`config.mk`:
```
export PLATFORM = sky130hd
export DESIGN_NAME = gpu_cmd_sequencer_flat
export DESIGN_NICKNAME = d
export VERILOG_FILES = /design/src/rtl/gpu_cmd_sequencer_if.sv /design/src/rtl/gpu_cmd_sequencer.sv /design/src/flat_wrapper.sv
export SDC_FILE = /design/constraint.sdc
export NUM_CORES = 1
export LEC_CHECK = 0
export ABC_AREA = 0
export CORE_MARGIN = 2
export CORE_UTILIZATION = 45
export CTS_CLUSTER_DIAMETER = 150
export DETAILED_ROUTE_END_ITERATION = 10
export HOLD_SLACK_MARGIN = 0.12
export PLACE_DENSITY = 0.75
export SKIP_LAST_GASP = 1
export SYNTH_ARGS = -nofsm -noshare
export SYNTH_HDL_FRONTEND = slang
export SYNTH_SLANG_ARGS = --single-unit
```
`constraint.sdc`:
```
create_clock -name clk -period 1.8 [get_ports clk]
set_input_delay 0.45 -clock clk [delete_from_list [all_inputs] [get_ports clk]]
set_output_delay 0.45 -clock clk [all_outputs]
set_load 0.01 [all_outputs]
```
`src/rtl/gpu_cmd_sequencer_if.sv`:
```
// rtl/gpu_cmd_sequencer_if.sv - engine handshake bundle between gpu_cmd_sequencer and its surroundings
interface gpu_cmd_sequencer_if #(
    parameter int CNT_W = 16
);
    logic             config_in;
    logic             config_done;
    logic             fifo_empty;
    logic             decode_fin;
    logic             inst_type;
    logic             bla_done;
    logic             fill_done;
    logic             alpha_done;
    logic             config_en;
    logic             read_en;
    logic             bla_en;
    logic             fill_en;
    logic             alpha_en;
    logic             busy;
    logic             frame_done;
    logic             err_timeout;
    logic [CNT_W-1:0] inst_count;

    modport master (
        output config_in, config_done, fifo_empty, decode_fin, inst_type,
               bla_done, fill_done, alpha_done,
        input  config_en, read_en, bla_en, fill_en, alpha_en,
               busy, frame_done, err_timeout, inst_count
    );

    modport slave (
        input  config_in, config_done, fifo_empty, decode_fin, inst_type,
               bla_done, fill_done, alpha_done,
        output config_en, read_en, bla_en, fill_en, alpha_en,
               busy, frame_done, err_timeout, inst_count
    );
endinterface

```
`src/rtl/gpu_cmd_sequencer.sv`:
```
// rtl/gpu_cmd_sequencer.sv - front/back FSM sequencer with decoded-instruction queue; SEQ_WATCHDOG_EN adds stall watchdog
module gpu_cmd_sequencer #(
    parameter int DEPTH       = 2,
    parameter int CNT_W       = 16,
    parameter int WDOG_CYCLES = 4095
) (
    input  logic                 clk,
    input  logic                 n_rst,
    gpu_cmd_sequencer_if.slave   bus
);
    typedef enum logic [2:0] {F_IDLE, F_CONFIG, F_CFG_WAIT, F_FETCH, F_HOLD} f_state_t;
    typedef enum logic [2:0] {B_IDLE, B_BLA, B_GAP, B_FILL, B_ALPHA, B_DONE} b_state_t;

    localparam int PTR_W  = (DEPTH > 1) ? $clog2(DEPTH) : 1;
    localparam int CNTQ_W = $clog2(DEPTH + 1);

    f_state_t          f_state, f_next;
    b_state_t          b_state, b_next;
    logic [DEPTH-1:0]  q_mem;
    logic [PTR_W-1:0]  wr_ptr, rd_ptr;
    logic [CNTQ_W-1:0] q_count;
    logic [CNT_W-1:0]  inst_count;
    logic              q_full, push, pop, cfg_accept, inst_fin, abort;

    function automatic logic [PTR_W-1:0] ptr_inc(input logic [PTR_W-1:0] p);
        return (p == PTR_W'(DEPTH - 1)) ? '0 : p + 1'b1;
    endfunction

    assign q_full     = (q_count == CNTQ_W'(DEPTH));
    assign push       = (f_state == F_FETCH) && bus.decode_fin && !q_full;
    assign pop        = (b_state == B_IDLE) && (q_count != '0);
    assign cfg_accept = (f_state == F_IDLE) && (b_state == B_IDLE) && bus.config_in;
    assign inst_fin   = ((b_state == B_FILL) && bus.fill_done) ||
                        ((b_state == B_ALPHA) && bus.alpha_done);

    always_comb begin
        f_next = f_state;
        case (f_state)
            F_IDLE:     if (cfg_accept) f_next = F_CONFIG;
            F_CONFIG:   if (bus.config_done) f_next = F_CFG_WAIT;
            F_CFG_WAIT: f_next = F_FETCH;
            F_FETCH:    if (push && bus.inst_type) f_next = F_HOLD;
            F_HOLD:     if (b_state == B_DONE) f_next = F_IDLE;
            default:    f_next = F_IDLE;
        endcase
        if (abort) f_next = F_IDLE;
    end

    always_comb begin
        b_next = b_state;
        case (b_state)
            B_IDLE:  if (pop) b_next = q_mem[rd_ptr] ? B_ALPHA : B_BLA;
            B_BLA:   if (bus.bla_done) b_next = B_GAP;
            B_GAP:   b_next = B_FILL;
            B_FILL:  if (bus.fill_done) b_next = B_IDLE;
            B_ALPHA: if (bus.alpha_done) b_next = B_DONE;
            B_DONE:  b_next = B_IDLE;
            default: b_next = B_IDLE;
        endcase
        if (abort) b_next = B_IDLE;
    end

    always_ff @(posedge clk or negedge n_rst) begin
        if (!n_rst) begin
            f_state <= F_IDLE;
            b_state <= B_IDLE;
        end else begin
            f_state <= f_next;
            b_state <= b_next;
        end
    end

    // Circular queue; a watchdog abort flushes it in the same edge it idles the FSMs
    always_ff @(posedge clk or negedge n_rst) begin
        if (!n_rst) begin
            q_mem   <= '0;
            wr_ptr  <= '0;
            rd_ptr  <= '0;
            q_count <= '0;
        end else if (abort) begin
            wr_ptr  <= '0;
            rd_ptr  <= '0;
            q_count <= '0;
        end else begin
            if (push) begin
                q_mem[wr_ptr] <= bus.inst_type;
                wr_ptr        <= ptr_inc(wr_ptr);
            end
            if (pop) rd_ptr <= ptr_inc(rd_ptr);
            case ({push, pop})
                2'b10:   q_count <= q_count + 1'b1;
                2'b01:   q_count <= q_count - 1'b1;
                default: q_count <= q_count;
            endcase
        end
    end

    always_ff @(posedge clk or negedge n_rst) begin
        if (!n_rst) begin
            inst_count <= '0;
        end else if (cfg_accept) begin
            inst_count <= '0;
        end else if (inst_fin && !abort && (inst_count != '1)) begin
            inst_count <= inst_count + 1'b1;
        end
    end

`ifdef SEQ_WATCHDOG_EN
    localparam int WD_W = $clog2(WDOG_CYCLES + 1);

    logic [WD_W-1:0] wd_cnt;
    logic            err_q, wd_counting;

    assign wd_counting = (f_state == F_CONFIG) || (b_state == B_BLA) ||
                         (b_state == B_FILL) || (b_state == B_ALPHA);
    assign abort       = (wd_cnt == WD_W'(WDOG_CYCLES));

    always_ff @(posedge clk or negedge n_rst) begin
        if (!n_rst) begin
            wd_cnt <= '0;
            err_q  <= 1'b0;
        end else begin
            if ((f_next != f_state) || (b_next != b_state)) wd_cnt <= '0;
            else if (wd_counting) wd_cnt <= wd_cnt + 1'b1;
            if (abort) err_q <= 1'b1;
            else if (cfg_accept) err_q <= 1'b0;
        end
    end

    assign bus.err_timeout = err_q;
`else
    assign abort = 1'b0;
    // No watchdog: the limit can never be negative, so this is a constant 0
    assign bus.err_timeout = (WDOG_CYCLES < 0);
`endif

    assign bus.config_en  = (f_state == F_CONFIG);
    assign bus.read_en    = (f_state == F_FETCH) && !bus.fifo_empty && !q_full;
    assign bus.bla_en     = (b_state == B_BLA);
    assign bus.fill_en    = (b_state == B_FILL);
    assign bus.alpha_en   = (b_state == B_ALPHA);
    assign bus.frame_done = (b_state == B_DONE);
    assign bus.busy       = (f_state != F_IDLE) || (b_state != B_IDLE);
    assign bus.inst_count = inst_count;
endmodule

```
`src/flat_wrapper.sv`:
```
// flat-port wrapper written by rule: the top's interface ports become plain ports
module gpu_cmd_sequencer_flat 
#(
    parameter int DEPTH       = 2,
    parameter int CNT_W       = 16,
    parameter int WDOG_CYCLES = 4095
)
  (clk, n_rst, bus_config_in, bus_config_done, bus_fifo_empty, bus_decode_fin, bus_inst_type, bus_bla_done, bus_fill_done, bus_alpha_done, bus_config_en, bus_read_en, bus_bla_en, bus_fill_en, bus_alpha_en, bus_busy, bus_frame_done, bus_err_timeout, bus_inst_count);
  gpu_cmd_sequencer_if #(.CNT_W(CNT_W)) bus_i ();
  input  logic clk;
  input  logic n_rst;
  input wire logic [$bits(bus_i.config_in)-1:0] bus_config_in;
  input wire logic [$bits(bus_i.config_done)-1:0] bus_config_done;
  input wire logic [$bits(bus_i.fifo_empty)-1:0] bus_fifo_empty;
  input wire logic [$bits(bus_i.decode_fin)-1:0] bus_decode_fin;
  input wire logic [$bits(bus_i.inst_type)-1:0] bus_inst_type;
  input wire logic [$bits(bus_i.bla_done)-1:0] bus_bla_done;
  input wire logic [$bits(bus_i.fill_done)-1:0] bus_fill_done;
  input wire logic [$bits(bus_i.alpha_done)-1:0] bus_alpha_done;
  output wire logic [$bits(bus_i.config_en)-1:0] bus_config_en;
  output wire logic [$bits(bus_i.read_en)-1:0] bus_read_en;
  output wire logic [$bits(bus_i.bla_en)-1:0] bus_bla_en;
  output wire logic [$bits(bus_i.fill_en)-1:0] bus_fill_en;
  output wire logic [$bits(bus_i.alpha_en)-1:0] bus_alpha_en;
  output wire logic [$bits(bus_i.busy)-1:0] bus_busy;
  output wire logic [$bits(bus_i.frame_done)-1:0] bus_frame_done;
  output wire logic [$bits(bus_i.err_timeout)-1:0] bus_err_timeout;
  output wire logic [$bits(bus_i.inst_count)-1:0] bus_inst_count;
  assign bus_i.config_in = bus_config_in;
  assign bus_i.config_done = bus_config_done;
  assign bus_i.fifo_empty = bus_fifo_empty;
  assign bus_i.decode_fin = bus_decode_fin;
  assign bus_i.inst_type = bus_inst_type;
  assign bus_i.bla_done = bus_bla_done;
  assign bus_i.fill_done = bus_fill_done;
  assign bus_i.alpha_done = bus_alpha_done;
  assign bus_config_en = bus_i.config_en;
  assign bus_read_en = bus_i.read_en;
  assign bus_bla_en = bus_i.bla_en;
  assign bus_fill_en = bus_i.fill_en;
  assign bus_alpha_en = bus_i.alpha_en;
  assign bus_busy = bus_i.busy;
  assign bus_frame_done = bus_i.frame_done;
  assign bus_err_timeout = bus_i.err_timeout;
  assign bus_inst_count = bus_i.inst_count;
  gpu_cmd_sequencer #(.DEPTH(DEPTH), .CNT_W(CNT_W), .WDOG_CYCLES(WDOG_CYCLES)) u_core (.clk(clk), .n_rst(n_rst), .bus(bus_i));
endmodule
```
# == Yosys cells after proc, flatten, opt, wreduce, memory -nomap -nowiden ==
# Index checks and enable logic that the tools add are counted.
# word_totals
register_bits,28
out_inout_bits,24
# op_classes
add_sub_neg,5
magnitude_cmp,3
eq_ne,21
muxes,21
reduce_logical,25
# op_table
cell,n
$mux 16,2
$pmux 3 s5,2
$mux 3,9
$add 16x1->16 const B,1
$ne 16x16->1 const B,1
$eq 3x2->1 const B,4
$logic_and 1x1->1,12
$ne 2x2->1 const B,6
$eq 3x3->1 const B,3
$reduce_and 4->1,2
$eq 3x1->1 const B,2
$logic_not 3->1,2
$reduce_bool 2->1,3
$reduce_bool 3->1,2
$mux 1,5
$eq 2x2->1 const B,2
$lt 1x2->1 const B,2
$ne 2x1->1 const B,2
$pmux 2 s2,1
$add 1x1->1 const B,2
$add 2x1->2 const B,1
$bwmux 2,1
$eq 2x1->1 const B,1
$logic_not 1->1,2
other kinds (4),5

# == Depth between registers and ports, before layout ==
# Gate-level depths: netlist (run 1).
# logic_depth
ltp_word,6
depth_mapped,7
mapped_depth_nobuf,6

# == Worst setup path before layout (run 1) ==
# No wires, ideal clock.
# synth_path
path_kind,register -> register
start,"reg u_core.inst_count[0], in the netlist u_core.bus.inst_count[0]"
end,"reg u_core.inst_count[12], in the netlist u_core.bus.inst_count[12]"
setup_time_ns,0.078
t_arrival_ns,1.788
t_required_ns,1.722
path_slack_ns,-0.066
path_stages_with_launch,6
period_less_slack_ns,1.866
cell_sequence,dfrtp_1 ha_1 nand4_1 or4_1 or4_1 a21oi_1
# synth_via
elab_chain_len,3
word_cells_on_any_way,6
# synth_lines
element,line,text
start: declaration,gpu_cmd_sequencer.sv:22,logic [CNT_W-1:0] inst_count;
start signal: assignment,gpu_cmd_sequencer.sv:104,inst_count <= inst_count + 1'b1;
$add 16x1->16 or $ne 16x16->1 (tied branches),"gpu_cmd_sequencer.sv:104, gpu_cmd_sequencer.sv:103",
$mux 16 or $logic_and 1x1->1 (tied branches),gpu_cmd_sequencer.sv:103,end else if (inst_fin && !abort && (inst_count != '1)) begin
$mux 16 or $reduce_bool 2->1 (tied branches),n/a,
# Several ways; a longest one is shown, not always the timed one. The select of a mux whose other input is x is not followed.
# A chain may end at the register's enable or synchronous reset.

# == Worst setup path in the final report (run 1) ==
# layout_path
start,reg u_core.b_state[2]
end,"reg u_core.inst_count[7], in the netlist u_core.bus.inst_count[7]"
# layout_via
elab_chain_len,5
word_cells_on_any_way,11
# layout_lines
element,line,text
start: declaration,gpu_cmd_sequencer.sv:18,"b_state_t b_state, b_next;"
start signal: assignment,gpu_cmd_sequencer.sv:69,b_state <= b_next;
$eq 3x2->1 or $eq 3x3->1 (tied branches),"gpu_cmd_sequencer.sv:33, gpu_cmd_sequencer.sv:34",
"$logic_and 1x1->1, on equally long branches","gpu_cmd_sequencer.sv:33, gpu_cmd_sequencer.sv:34",
$logic_or 1x1->1,gpu_cmd_sequencer.sv:33,assign inst_fin = ((b_state == B_FILL) && bus.fill_done) ||
$logic_and 1x1->1,gpu_cmd_sequencer.sv:103,
$reduce_bool 2->1 (no line),n/a,
# Several ways; a longest one is shown, not always the timed one.

==> flow_summary_export.csv, run 1 <==
group,metric,value,unit
outcome,status,"complete, but fails checks",
outcome,violations,"negative setup slack",
clocking,cts.path.max_buffers,2,
logic_synthesis,yosys_warnings,0,
floorplan,chipHeight,63.52,µm
clocking,cts.root.buffer_cell,"clkbuf_4",
cells_and_area,fin_cells,301,
global_route,grt_pass1_wl,8376,µm
logic_synthesis,synth.net_count,177,
sta,clock_skew,0.001346,ns
cells_and_area,nNetsFinal,269,
clocking,clkTransAtPathRegs,0.16,ns
sta,setup_violations,14,
critical_path,cp_slowest_cell,"or4_1",
floorplan,core-area,3363,µm²
logic_synthesis,synth-main-ff-cell,"dfrtp_1",
sta,hold_viol_final,0,
logic_synthesis,synth_area,1594,µm²
cells_and_area,drive_above_1_share,0.4549,
power_and_ir_drop,switching_share,0.3886,
drt,routed_wl,5688,µm
power_and_ir_drop,clockPowerShare,0.092,
logic_synthesis,async_reset_ff_frac,1.000,
place,place_inst,272,
run,maxCapViolations,0,
logic_synthesis,synth.yosys.seq_area_share,0.4396,
logic_synthesis,synthMuxAreaShare,0.03297,
floorplan,die_w,63.52,µm
critical_path,worstSetupStartpointType,"flip-flop",
clocking,numCtsBuffers,3,
critical_path,crit_path_max_fanout,7,
place,pre_cts_slack,-0.5021,ns
drt,wl_per_cell,18.90,µm
cells_and_area,antennaDiodeCount,0,
global_route,grt_max_degree,29,
drt,ant_nets,0,
power_and_ir_drop,p_seq_frac,0.310,
power_and_ir_drop,power,3.081,mW
logic_synthesis,synth_compound_area_frac,0.1688,
cells_and_area,syn_to_final_growth,65.93,%
sta,fmax,499.3,MHz
sta,fin_crit,2.003,ns
critical_path,end_kind,"flip-flop",
cells_and_area,layout_common_cells,"buf_4, dfrtp_1, buf_6",
power_and_ir_drop,power_leakage,1.288,nW
critical_path,critical_path_class,"reg2reg",
power_and_ir_drop,p_int,1.884,mW
global_route,antenna_found_initial,0,
clocking,cts_max_level,1,
drt,drc,0,
logic_synthesis,postSynthCellCount,165,
power_and_ir_drop,p_comb_frac,0.599,
drt,routed_via_density,6.013,
logic_synthesis,synth_edf_count,0,
global_route,global_route.usage.met1,0.3341,
logic_synthesis,synthSimpleGateAreaFrac,0.2637,
global_route,grtUsageMet2,0.4461,
floorplan,dieArea,4034,µm²
logic_synthesis,avgSynthCellArea,9.661,µm²
clocking,cts_num_sinks,28,
critical_path,critPathRequiredTime,2.08,ns
floorplan,start_util,0.4740,
place,portBuffers,32,
sta,tns,-1.706,ns
logic_synthesis,synth-seq-cells,28,
sta,drv_slew,0,
logic_synthesis,synth_fa_ha_area_frac,0.01570,
sta,fin_crit_sh,1.113,
floorplan,rows,21,
power_and_ir_drop,power_density,1165,nW/µm²
clocking,cts_hold_buf,0,
floorplan,pin_count,34,
sta,worst_slack,-0.2029,ns
cells_and_area,layout_commonest_cell,"buf_4",
critical_path,path_cells,"buf_6, buf_6, buf_4, nand4bb_4, a211o_4, or4_1, a21oi_2",
global_route,grt_overflow,0,
critical_path,critPathTopFamily,"simple AND/OR/NAND/NOR gates",
critical_path,slowest_delay,0.51,ns
place,gp_congestion,0.8392,
clocking,clk-insertion-delay-late,0.34,ns
critical_path,arrival,2.29,ns
place,dp_hpwl,3083,µm
power_and_ir_drop,peakVddDrop,1.200,mV
global_route,grt_pass1_vias,1741,
drt,drt-pass1-iter-count,4,
min_path,hold_class,"in2async",
drt,vias,1810,
drt,first_iter_violations,151,
power_and_ir_drop,switchingPower,1.197,mW
global_route,grt_use_met3,0.03750,
clocking,cts_tree,"done",
global_route,grt-busiest-layer,"met2",
critical_path,critical_path_buf_inv_count,3,
logic_synthesis,synth_cell_types,43,
critical_path,crit_top_cell,"buf_6",
logic_synthesis,synth_top_family_by_area,"simple AND/OR/NAND/NOR gates",
logic_synthesis,synth_xor_area_frac,0.02747,
global_route,grt_usage,0.2631,
sta,rsz0062_at_grt,"true",
==> repair_timing <==
action,in CTS,in global routing
pin swaps,21,16
resized for setup,61,40
setup buffers,19,8
endpoints found under the setup margin,33,30
cloned,0,1
==> cells by family after synthesis <==
logic type | count (synthesis)
buffers and inverters | 14
AOI/OAI and AO/OA | 42
and+or+nand+nor | 68
other | 1
xor gates and xnor gates | 5
adders and majority gates | 2
muxes | 5
DFF | 28
==> layout make-up <==
type                       instances  area, µm²
clock buffer                       3      22.52
fill                             229      718.2
inverter                           6      22.52
multi-input combinational        123       1015
sequential                        28      709.4
tap                               46      57.56
timing repair buffer              95      818.3
==> power groups by stage <==
stage	clock, mW	sequential, mW	combinational (mW)
3_3_place_gp	0	0.979	1.24
3_5_place_dp	0	0.996	1.29
4_1_cts	0.267	0.927	1.59
2_1_floorplan	0	0.960	0.703
5_1_grt	0.307	0.970	1.99
6_report	0.282	0.954	1.85
==> per-stage QoR <==
step | hold slack, ns | instance area, µm² | utilization
global placement | 0.4666 | 2206 | 0.6559
CTS | 0.4942 | 2464 | 0.7325
detailed placement | 0.4947 | 2206 | 0.6559
global route | 0.4934 | 2645 | 0.7865
finish | 0.4664 | 2645 | 0.7865
floorplan | 0.1544 | 1594 | -
==> metal layers <==
| layer | vias up | wire (µm) | part of all wire |
|---|---|---|---|
| li1 | 800 | - | - |
| met1 | 908 | 2180 | 0.38 |
| met2 | 84 | 3016 | 0.53 |
| met3 | 18 | 319 | 0.056 |
| met4 | 0 | 171 | 0.030 |
| met5 | - | 0 | 0 |
==> worst paths after layout <==
kind / start / endpoint / slack (ns) / cells past startpoint
worst max-delay path: u_core.b_state[2] / u_core.bus.inst_count[7] / -0.20 / 7
worst min-delay path: n_rst / u_core.bus.inst_count[10] / 0.47 / 2
worst max register to register: u_core.b_state[2] / u_core.bus.inst_count[7] / -0.20 / 7
worst min register to register: u_core.wr_ptr / u_core.wr_ptr / 0.53 / 1
max in group asynchronous: n_rst / u_core.b_state[1] / 1.04 / 2
min in group clk: u_core.wr_ptr / u_core.wr_ptr / 0.53 / 1
==> synth_stat cells (2+ instances only) <==
master | n | area share
o31ai_1 | 8 | 0.038
nor2_1 | 9 | 0.021
nor2b_1 | 2 | 0.0078
or4_1 | 8 | 0.038
o21ai_0 | 6 | 0.019
inv_1 | 6 | 0.014
nand3_1 | 9 | 0.028
a211oi_1 | 3 | 0.014
nand4_1 | 6 | 0.024
clkbuf_1 | 3 | 0.0071
xnor2_1 | 3 | 0.016
nand2_1 | 10 | 0.024
nor3_1 | 7 | 0.022
buf_6 | 2 | 0.014
a21oi_1 | 15 | 0.047
or3_1 | 3 | 0.012
mux2i_1 | 3 | 0.019
xor2_1 | 2 | 0.011
ha_1 | 2 | 0.016
and3_1 | 2 | 0.0078
mux2_2 | 2 | 0.014
and4_1 | 3 | 0.016
dfrtp_1 | 28 | 0.44
buf_4 | 3 | 0.014
and2_1 | 2 | 0.0078
==> sequential cells by signal, indices dropped and copies added (netlist names) <==
register               flops
u_core.b_state             3
u_core.q_count             2
u_core.rd_ptr              1
u_core.f_state             3
u_core.wr_ptr              1
u_core.q_mem               2
u_core.bus.inst_count     16
No activity file was read; power rests on OpenSTA's default activity.
==> inputs of run 2 (changes only) <==
Settings changed: ABC_CLOCK_PERIOD_IN_PS from default to 1800.
==> results of run 2 <==
Same layout as run 1: the final DEF is identical, and so are final timing and power.
==> inputs of run 3 (changes only) <==
Settings changed: PLACE_DENSITY 0.75 to 0.71.
==> run 3 against run 2 <==
The flow still finishes with violations (negative setup slack). Register-to-register slack better by 0.05 ns. Core utilization down 1.2 points. Via count down 2.8%. Clock-buffer cell count unchanged. Sequential cell count unchanged.
==> flow_summary_export.csv, run 3 (synthesis results as in run 1) <==
group,metric,value,unit
critical_path,crit_path_max_fanout,5,
cells_and_area,largest_reg_flops,16,
cells_and_area,syn_to_final_growth,63.34,%
place,portBuffers,32,
drt,ant_nets,0,
clocking,cts_num_sinks,28,
power_and_ir_drop,peakVddDrop,0.8652,mV
floorplan,dieArea,4034,µm²
sta,drv_slew,0,
run,maxCapViolations,0,
power_and_ir_drop,power_density,1175,nW/µm²
outcome,status,"complete, but fails checks",
power_and_ir_drop,switchingPower,1.103,mW
sta,clock_skew,0.001236,ns
clocking,cts.path.max_buffers,2,
cells_and_area,fillers,242,
cells_and_area,layout_common_cells,"buf_4, dfrtp_1, clkdlybuf4s50_1",
critical_path,r2r_slack,-0.16,ns
clocking,numCtsBuffers,3,
min_path,hold_class,"in2async",
power_and_ir_drop,p_int,1.957,mW
sta,fmax,511.5,MHz
drt,routed_wl,4903,µm
global_route,grt_usage,0.2468,
global_route,antenna_found_initial,0,
drt,vias,1759,
critical_path,timing.rr.start,"u_core.b_state[0]",
sta,fin_crit_sh,1.086,
drt,wl_per_cell,16.08,µm
sta,setup_violations,16,
critical_path,reg2reg_to,"u_core.bus.inst_count[9]",
floorplan,die_w,63.52,µm
sta,worst_slack,-0.1552,ns
floorplan,pin_count,34,
place,dp_hpwl,3126,µm
global_route,grt_overflow,0,
clocking,cts.root.buffer_cell,"clkbuf_4",
power_and_ir_drop,switching_share,0.3603,
global_route,grt_pass1_wl,7928,µm
cells_and_area,multi_input_area,953.4,µm²
power_and_ir_drop,p_comb_frac,0.552,
power_and_ir_drop,clockPowerShare,0.140,
critical_path,arrival,2.24,ns
outcome,violations,"negative setup slack",
drt,drt-pass1-iter-count,4,
drt,drc,0,
place,dpl_cell_area,2216,µm²
place,gp_congestion,0.8314,
drt,routed_via_density,5.767,
floorplan,core-area,3363,µm²
cells_and_area,fin_area,2604,µm²
floorplan,chipHeight,63.52,µm
global_route,grt_max_degree,29,
critical_path,worstSetupStartpointType,"flip-flop",
critical_path,reg2reg_depth,6,
critical_path,critPathRequiredTime,2.08,ns
cells_and_area,max_flop_register,"u_core.bus.inst_count",
floorplan,rows,21,
critical_path,critical_path_class,"reg2reg",
drt,first_iter_violations,133,
sta,hold_viol_final,0,
power_and_ir_drop,power_leakage,1.252,nW
clocking,cts_tree,"done",
sta,hold_ws,0.4719,ns
cells_and_area,antennaDiodeCount,0,
clocking,clkTransAtPathRegs,0.16,ns
place,pre_cts_slack,-0.4521,ns
global_route,grt_pass1_vias,1757,
cells_and_area,layout_commonest_cell,"buf_4",
cells_and_area,seq_area,703.2,µm²
floorplan,start_util,0.4740,
sta,rsz0062_at_grt,"true",
clocking,cts_max_level,1,
sta,fin_crit,1.955,ns
power_and_ir_drop,p_seq_frac,0.308,
cells_and_area,reg_top3,"u_core.bus.inst_count (16), u_core.b_state (3), u_core.f_state (3)",
critical_path,end_kind,"flip-flop",
clocking,clk-insertion-delay-late,0.34,ns
cells_and_area,nNetsFinal,272,
cells_and_area,drive_above_1_share,0.4015,
-- run 3: changes by cell type in the layout (fill, tap and decap cells not counted), moves of 2 or more --
cell	change
buf_4	+7
buf_6	-5
dfrtp_1	+5
dfrtp_2	-5
a21oi_1	+4
a21oi_2	-4
clkdlybuf4s50_1	+3
or4_1	+3
or4_4	-3
clkbuf_2	-2
dlymetal6s2s_1	-2
-- run 3: critical path: stages, from the launching register on --
cell and delay (ns):
dfrtp_2 0.44, buf_6 0.12, buf_6 0.11, nand4bb_4 0.20, a211o_4 0.37, or4_4 0.54
a21oi_2 0.13
-- run 3: area by class of cell --
cell class,instances,area share
clock buffers,3,0.008650
clock inverters,1,0.01153
inverters,6,0.008650
flip-flops and latches,28,0.2701
multi-input cells,124,0.3662
repair buffers,97,0.3128
well taps,46,0.02210
-- run 3: what timing repair did --
action,4_1_cts,5_1_grt
pin swaps,13,7
hold buffers,0,0
buffers inserted,21,7
cloned,1,0
setup endpoints to repair,33,29
resized for setup,50,22
-- run 3: worst max-delay path by stage --
| stage | end | depth (start not counted) | slack, ns | startpoint |
|---|---|---|---|---|
| after floorplan | u_core.bus.inst_count[12] | 5 | -0.07 | u_core.bus.inst_count[0] |
| after global placement | u_core.bus.inst_count[9] | 5 | -0.42 | bus_fill_done |
| after detailed placement | u_core.bus.inst_count[9] | 5 | -0.45 | bus_fill_done |
| after CTS | u_core.bus.inst_count[9] | 6 | -0.14 | u_core.b_state[0] |
| after global routing | u_core.bus.inst_count[9] | 6 | -0.21 | u_core.b_state[0] |
| final | u_core.bus.inst_count[9] | 6 | -0.16 | u_core.b_state[0] |
-- run 3: through the flow --
| step | utilization | instances | setup TNS [ns] | power, mW |
|---|---|---|---|---|
| 6_report | 0.7742 | 305 | -1.209 | 3.060 |
| 3_3_place_gp | 0.6589 | 275 | -4.562 | 2.220 |
| 2_1_floorplan | - | 165 | -0.1652 | 1.663 |
| 3_5_place_dp | 0.6589 | 275 | -5.178 | 2.289 |
| 5_1_grt | 0.7742 | 305 | -2.602 | 3.283 |
| 4_1_cts | 0.7392 | 301 | -1.129 | 2.954 |
-- run 3: layer usage --
| metal | share of wire | wire [µm] | GRT usage | up-vias |
|---|---|---|---|---|
| met5 | 0 | 0 | 0 | - |
| met3 | 0.069 | 337 | 0.02679 | 8 |
| met4 | 0.014 | 68 | 0.08696 | 0 |
| met1 | 0.39 | 1901 | 0.3009 | 849 |
| li1 | - | - | - | 819 |
| met2 | 0.53 | 2596 | 0.4474 | 83 |
-- run 3: power groups by stage --
stage / sequential (mW) / clock [mW] / combinational [mW]
2_1_floorplan: 0.960 / 0 / 0.703
3_3_place_gp: 0.966 / 0 / 1.25
3_5_place_dp: 0.985 / 0 / 1.30
4_1_cts: 0.923 / 0.428 / 1.60
5_1_grt: 0.963 / 0.458 / 1.86
6_report: 0.943 / 0.428 / 1.69
